[src/rtl/sid_write_tx.sv]
// sid_write_tx: queues SID (addr, data) writes and sends each as two 8N1 UART bytes, address first.
// Optional `SID_TX_GAP_EN adds one idle bit time after every data byte.
module sid_write_tx #(
  parameter int FIFO_DEPTH = 4
) (
  input  logic                           clk,
  input  logic                           rst,
  input  logic [15:0]                    prescale,
  input  logic                           wr_valid,
  output logic                           wr_ready,
  input  logic [4:0]                     wr_addr,
  input  logic [7:0]                     wr_data,
  output logic                           txd,
  output logic                           busy,
  output logic [$clog2(FIFO_DEPTH):0]    fifo_level
);

  localparam int AW = $clog2(FIFO_DEPTH);
  localparam int LW = AW + 1;

  typedef enum logic [2:0] {
    S_IDLE,
    S_START,
    S_DATA,
    S_STOP
`ifdef SID_TX_GAP_EN
    , S_GAP
`endif
  } state_t;

  state_t state;
  state_t state_next;

  logic [12:0]   mem [FIFO_DEPTH];
  logic [AW-1:0] wr_ptr;
  logic [AW-1:0] rd_ptr;
  logic [LW-1:0] level;

  logic [12:0]   pair_q;
  logic [15:0]   presc_q;
  logic [18:0]   bit_cnt;
  logic [18:0]   bit_last;
  logic [2:0]    bit_idx;
  logic          sel;
  logic          txd_q;

  logic          push;
  logic          pop;
  logic          bit_done;
  logic          tx_bit;
  logic [7:0]    cur_byte;

  assign wr_ready   = (level != LW'(FIFO_DEPTH));
  assign push       = wr_valid & wr_ready;
  assign fifo_level = level;
  assign busy       = (state != S_IDLE) | (level != '0);
  assign txd        = txd_q;

  assign bit_last = {presc_q, 3'b000} - 19'd1;
  assign bit_done = (bit_cnt == bit_last);

  // Storage carries no reset; the pointers and level define what is valid.
  always_ff @(posedge clk) begin
    if (push) begin
      mem[wr_ptr] <= {wr_addr, wr_data};
    end
  end

  always_ff @(posedge clk or posedge rst) begin
    if (rst) begin
      wr_ptr <= '0;
      rd_ptr <= '0;
      level  <= '0;
    end else begin
      if (push) begin
        wr_ptr <= wr_ptr + 1'b1;
      end
      if (pop) begin
        rd_ptr <= rd_ptr + 1'b1;
      end
      case ({push, pop})
        2'b10:   level <= level + 1'b1;
        2'b01:   level <= level - 1'b1;
        default: level <= level;
      endcase
    end
  end

  always_ff @(posedge clk or posedge rst) begin
    if (rst) begin
      state <= S_IDLE;
    end else begin
      state <= state_next;
    end
  end

  always_comb begin
    state_next = state;
    case (state)
      S_IDLE: begin
        if (level != '0) begin
          state_next = S_START;
        end
      end
      S_START: begin
        if (bit_done) begin
          state_next = S_DATA;
        end
      end
      S_DATA: begin
        if (bit_done && (bit_idx == 3'd7)) begin
          state_next = S_STOP;
        end
      end
      S_STOP: begin
        if (bit_done) begin
          if (!sel) begin
            state_next = S_START;
          end else begin
`ifdef SID_TX_GAP_EN
            state_next = S_GAP;
`else
            state_next = S_IDLE;
`endif
          end
        end
      end
`ifdef SID_TX_GAP_EN
      S_GAP: begin
        if (bit_done) begin
          state_next = S_IDLE;
        end
      end
`endif
      default: state_next = S_IDLE;
    endcase
  end

  // The address byte is zero-extended so it can never exceed 0x1F on the wire.
  always_comb begin
    pop      = (state == S_IDLE) && (level != '0);
    cur_byte = sel ? pair_q[7:0] : {3'b000, pair_q[12:8]};
    tx_bit   = 1'b1;
    case (state)
      S_START: tx_bit = 1'b0;
      S_DATA:  tx_bit = cur_byte[bit_idx];
      default: tx_bit = 1'b1;
    endcase
  end

  always_ff @(posedge clk or posedge rst) begin
    if (rst) begin
      pair_q  <= '0;
      presc_q <= 16'd1;
    end else if (pop) begin
      pair_q  <= mem[rd_ptr];
      presc_q <= (prescale == 16'd0) ? 16'd1 : prescale;
    end
  end

  // txd is registered, so the wire lags the state by one clock throughout.
  always_ff @(posedge clk or posedge rst) begin
    if (rst) begin
      bit_cnt <= '0;
      bit_idx <= '0;
      sel     <= 1'b0;
      txd_q   <= 1'b1;
    end else begin
      txd_q <= tx_bit;
      if (state == S_IDLE || bit_done) begin
        bit_cnt <= '0;
      end else begin
        bit_cnt <= bit_cnt + 19'd1;
      end
      if (state == S_DATA) begin
        if (bit_done) begin
          bit_idx <= bit_idx + 3'd1;
        end
      end else begin
        bit_idx <= '0;
      end
      if (state == S_STOP && bit_done) begin
        sel <= ~sel;
      end
    end
  end

endmodule

[config.mk]
export PLATFORM = sky130hd
export DESIGN_NAME = sid_write_tx
export DESIGN_NICKNAME = d
export VERILOG_FILES = /design/src/rtl/sid_write_tx.sv
export SDC_FILE = /design/constraint.sdc
export NUM_CORES = 1
export LEC_CHECK = 0
export BUFFER_PORTS_ARGS = -buffer_cell sky130_fd_sc_hd__buf_2
export CORE_MARGIN = 1.5
export CORE_UTILIZATION = 45
export DETAILED_ROUTE_END_ITERATION = 10
export SLEW_MARGIN = 20
export SYNTH_ARGS = -nofsm -noshare
export SYNTH_HDL_FRONTEND = slang
export SYNTH_SLANG_ARGS = --single-unit
[constraint.sdc]
create_clock -name clk -period 5.7 [get_ports clk]
set_input_delay 0.285 -clock clk [delete_from_list [all_inputs] [get_ports clk]]
set_output_delay 0.285 -clock clk [all_outputs]
set_load 0.03 [all_outputs]
==> results.json <==
{
  "die_h_um": 112.5,
  "hold-path-endpoint": "presc_q[10]",
  "fp-row-count": 39,
  "cts_buffers": 17,
  "synth_nets": 465,
  "grt_max_degree": 63,
  "hold_depth": 3,
  "r2r_setup_slack_ps": 2400,
  "gp_congestion": 0.7372,
  "fin_nets": 506,
  "die_w_um": 112.5,
  "slew_violations": 0,
  "syn_area_um2": 5391,
  "final.setup.tns_ps": 0,
  "crit_fanout": 19,
  "fmax_ghz": 0.3032,
  "dieArea_um2": 12650,
  "overflow": 0,
  "required_ps": 5960,
  "final_cells": 616,
  "critPathKind": "flop to flop",
  "violations": "DRC",
  "final.setup_skew_ps": 11.92,
  "htreeDepth": 4,
  "reg2reg_to": "bit_cnt[2]",
  "diodes": 0,
  "critical_path_arrival_ps": 3560,
  "startpoint_type": "flop",
  "maxCapViolations": 0,
  "io_pins": 38,
  "synth_enable_flop_cells": 52,
  "period_needed_ps": 3298,
  "cts_tree": "yes",
  "ctsResizeCount": 0,
  "cts_buffer_depth": 2,
  "grt_pass1_vias": 3515,
  "clk_latency_ps": 410,
  "grt.total_usage_pct": 18.37,
  "leakage_nw": 2.614,
  "drcViolationCount": 3,
  "final_layout_size_suffix_gt1_share_pct": 24.10,
  "ys_warn_count": 0,
  "finalPower_w": 0.003376,
  "clockRootBuffer": "clkbuf_16",
  "postSynthRegisterBits": 114,
  "core_um2": 11560,
  "port_buffers": 37,
  "dp.cells": 584,
  "routed_wl_mm": 10.42,
  "yosysSeqAreaShare_pct": 57.79,
  "dpl_worst_slack_ps": 2181,
  "synth_cell_types": 58,
  "hold_viol": 0,
  "syn2layout_area_growth_pct": 16.34,
  "cts_setup_buffers": 0,
  "r2r_cells": 10,
  "power.density_nw_per_um2": 538.3,
  "slew_headroom_pct": 33.94,
  "r2r-start": "presc_q[0]",
  "clkSlewWorstSetupHoldPaths_ps": 60,
  "synthArstFlopShare_pct": 54.39,
  "grt_antenna_before_repair": 0,
  "peakVddDrop_mv": 0.3609,
  "grt_pass1_wl_mm": 17.68,
  "syn_inst": 419,
  "rsz0062_at_grt": "false",
  "synth_ff_type": "dfrtp_1",
  "status": "complete, but fails checks",
  "ctsHoldBuffers": 0,
  "synth.avg_cell_area_um2": 12.87,
  "finalCritPeriodShare_pct": 57.86,
  "drt_pass1_iterations": 7,
  "setup_slack_ps": 2402,
  "holdCritPathClass": "primary input to flop",
  "hold_path.startpoint": "prescale[10]",
  "wl_per_cell_um": 16.91,
  "finalSetupViolations": 0,
  "viasPerCell": 5.469,
  "start_util_pct": 46.62,
  "end_kind": "flop",
  "dpl.hpwl_mm": 7.068,
  "drtAntennaViolNets": 0,
  "drt-initial-drc-count": 232,
  "worst_slew_pin_slew_ps": 991.0,
  "n_fill_cell": 964,
  "clock_sinks": 114,
  "vias": 3369
}
-- state kept, by name, indices dropped and copies added, names as in the netlist --
signal      flops
bit_cnt        19
bit_idx         3
fifo_level      3
mem            52
pair_q         13
presc_q        16
rd_ptr          2
sel             1
state           2
txd             1
wr_ptr          2
-- worst max path at each step --
| stage | startpoint | to | slack, ps | cells past startpoint |
|---|---|---|---|---|
| final | presc_q[0] | bit_cnt[2] | 2400 | 10 |
| after global routing | presc_q[0] | bit_cnt[7] | 2130 | 10 |
| after CTS | presc_q[4] | bit_cnt[2] | 2160 | 8 |
| after detailed placement | presc_q[4] | bit_cnt[2] | 2180 | 8 |
| after global placement | presc_q[4] | bit_cnt[6] | 2280 | 8 |
| after floorplan | presc_q[0] | state[0] | 2830 | 10 |
-- kinds of logic after synthesis --
logic type	after synthesis	synth area share, %
AOI/OAI and AO/OA	27	3.946
adders and majority gates	14	3.388
DFF	114	57.79
muxes	37	10.95
xor gates and xnor gates	43	6.985
buffers and inverters	33	2.692
and+or+nand+nor	151	14.25
-- cell usage in the layout (no fill, tap or decap), drive strengths merged, types with 2 or more instances in the layout --
cell type and n:
nand3 16, xnor2 21, o2111ai 2, mux2 16, o22ai 2, nand2b 3
nand2 56, a21oi 2, and2 2, ha 13, bufinv 2, dfstp 2
edfxtp 52, inv 20, clkinvlp 4, xor2 22, nor3b 2, nor4 7
and3 9, dfrtp 60, clkinv 5, nand4 6, o21ai 6, mux4 16
clkbuf 17, a2111o 2, mux2i 5, buf 39, nor2 33, nor3 9
-- metal layers --
layer  wire length (um)  track usage [%]
met1               4865            25.02
met2               4852            28.06
met3                515            4.860
met4                182            7.932
met5                  0                0
-- where the power goes --
group | total (W) | internal, W | switching [W]
Combinational | 0.000994 | 0.000471 | 0.000523
Sequential | 0.00135 | 0.00111 | 0.000240
Clock | 0.00103 | 0.000645 | 0.000388
-- cells in the mapped netlist, types with 3 or more instances --
cell,count,area share (%)
mux2i_1,5,0.93
nor4_1,5,0.58
buf_4,3,0.42
dfrtp_1,60,28
xor2_1,22,3.6
nor3_1,8,0.74
ha_1,13,3.0
nand3_1,16,1.5
xnor2_1,21,3.4
inv_1,16,1.1
edfxtp_1,52,29
nor2_1,33,2.3
o21ai_0,6,0.56
and3_1,9,1.0
mux4_2,16,6.7
nand2_1,55,3.8
nand2b_1,3,0.35
mux2_2,14,2.9
clkbuf_1,9,0.63
nand4_1,5,0.58
-- worst max-delay path, cell delays in order (launching register included) --
cell      delay, ps
dfstp_2         580
inv_1            70
ha_1            270
nor3b_4         210
and4_1          250
a2111o_1        390
o311a_2         140
nor4_4          370
nand2_2         170
nand2b_1        560
nor2_1          130
-- final cells by class --
class	instances	area [um2]	share of cell area, %
clock buffers	17	425.4	6.782
clock inverters	15	156.4	2.494
inverters	16	60.06	0.9575
multi-input cells	272	2136	34.05
flip-flops and latches	114	3115	49.67
well taps	143	178.9	2.853
repair buffers	39	200.2	3.192
-- stage by stage --
stage	utilization (%)	cell area [um2]	hold WS, ps
floorplan	-	5391	383.9
global placement	49.16	5685	469.2
detailed placement	49.16	5685	483.3
CTS	54.19	6267	63.58
global route	54.24	6272	80.64
finish	54.24	6272	74.73
No activity file was read; power rests on OpenSTA's default activity.
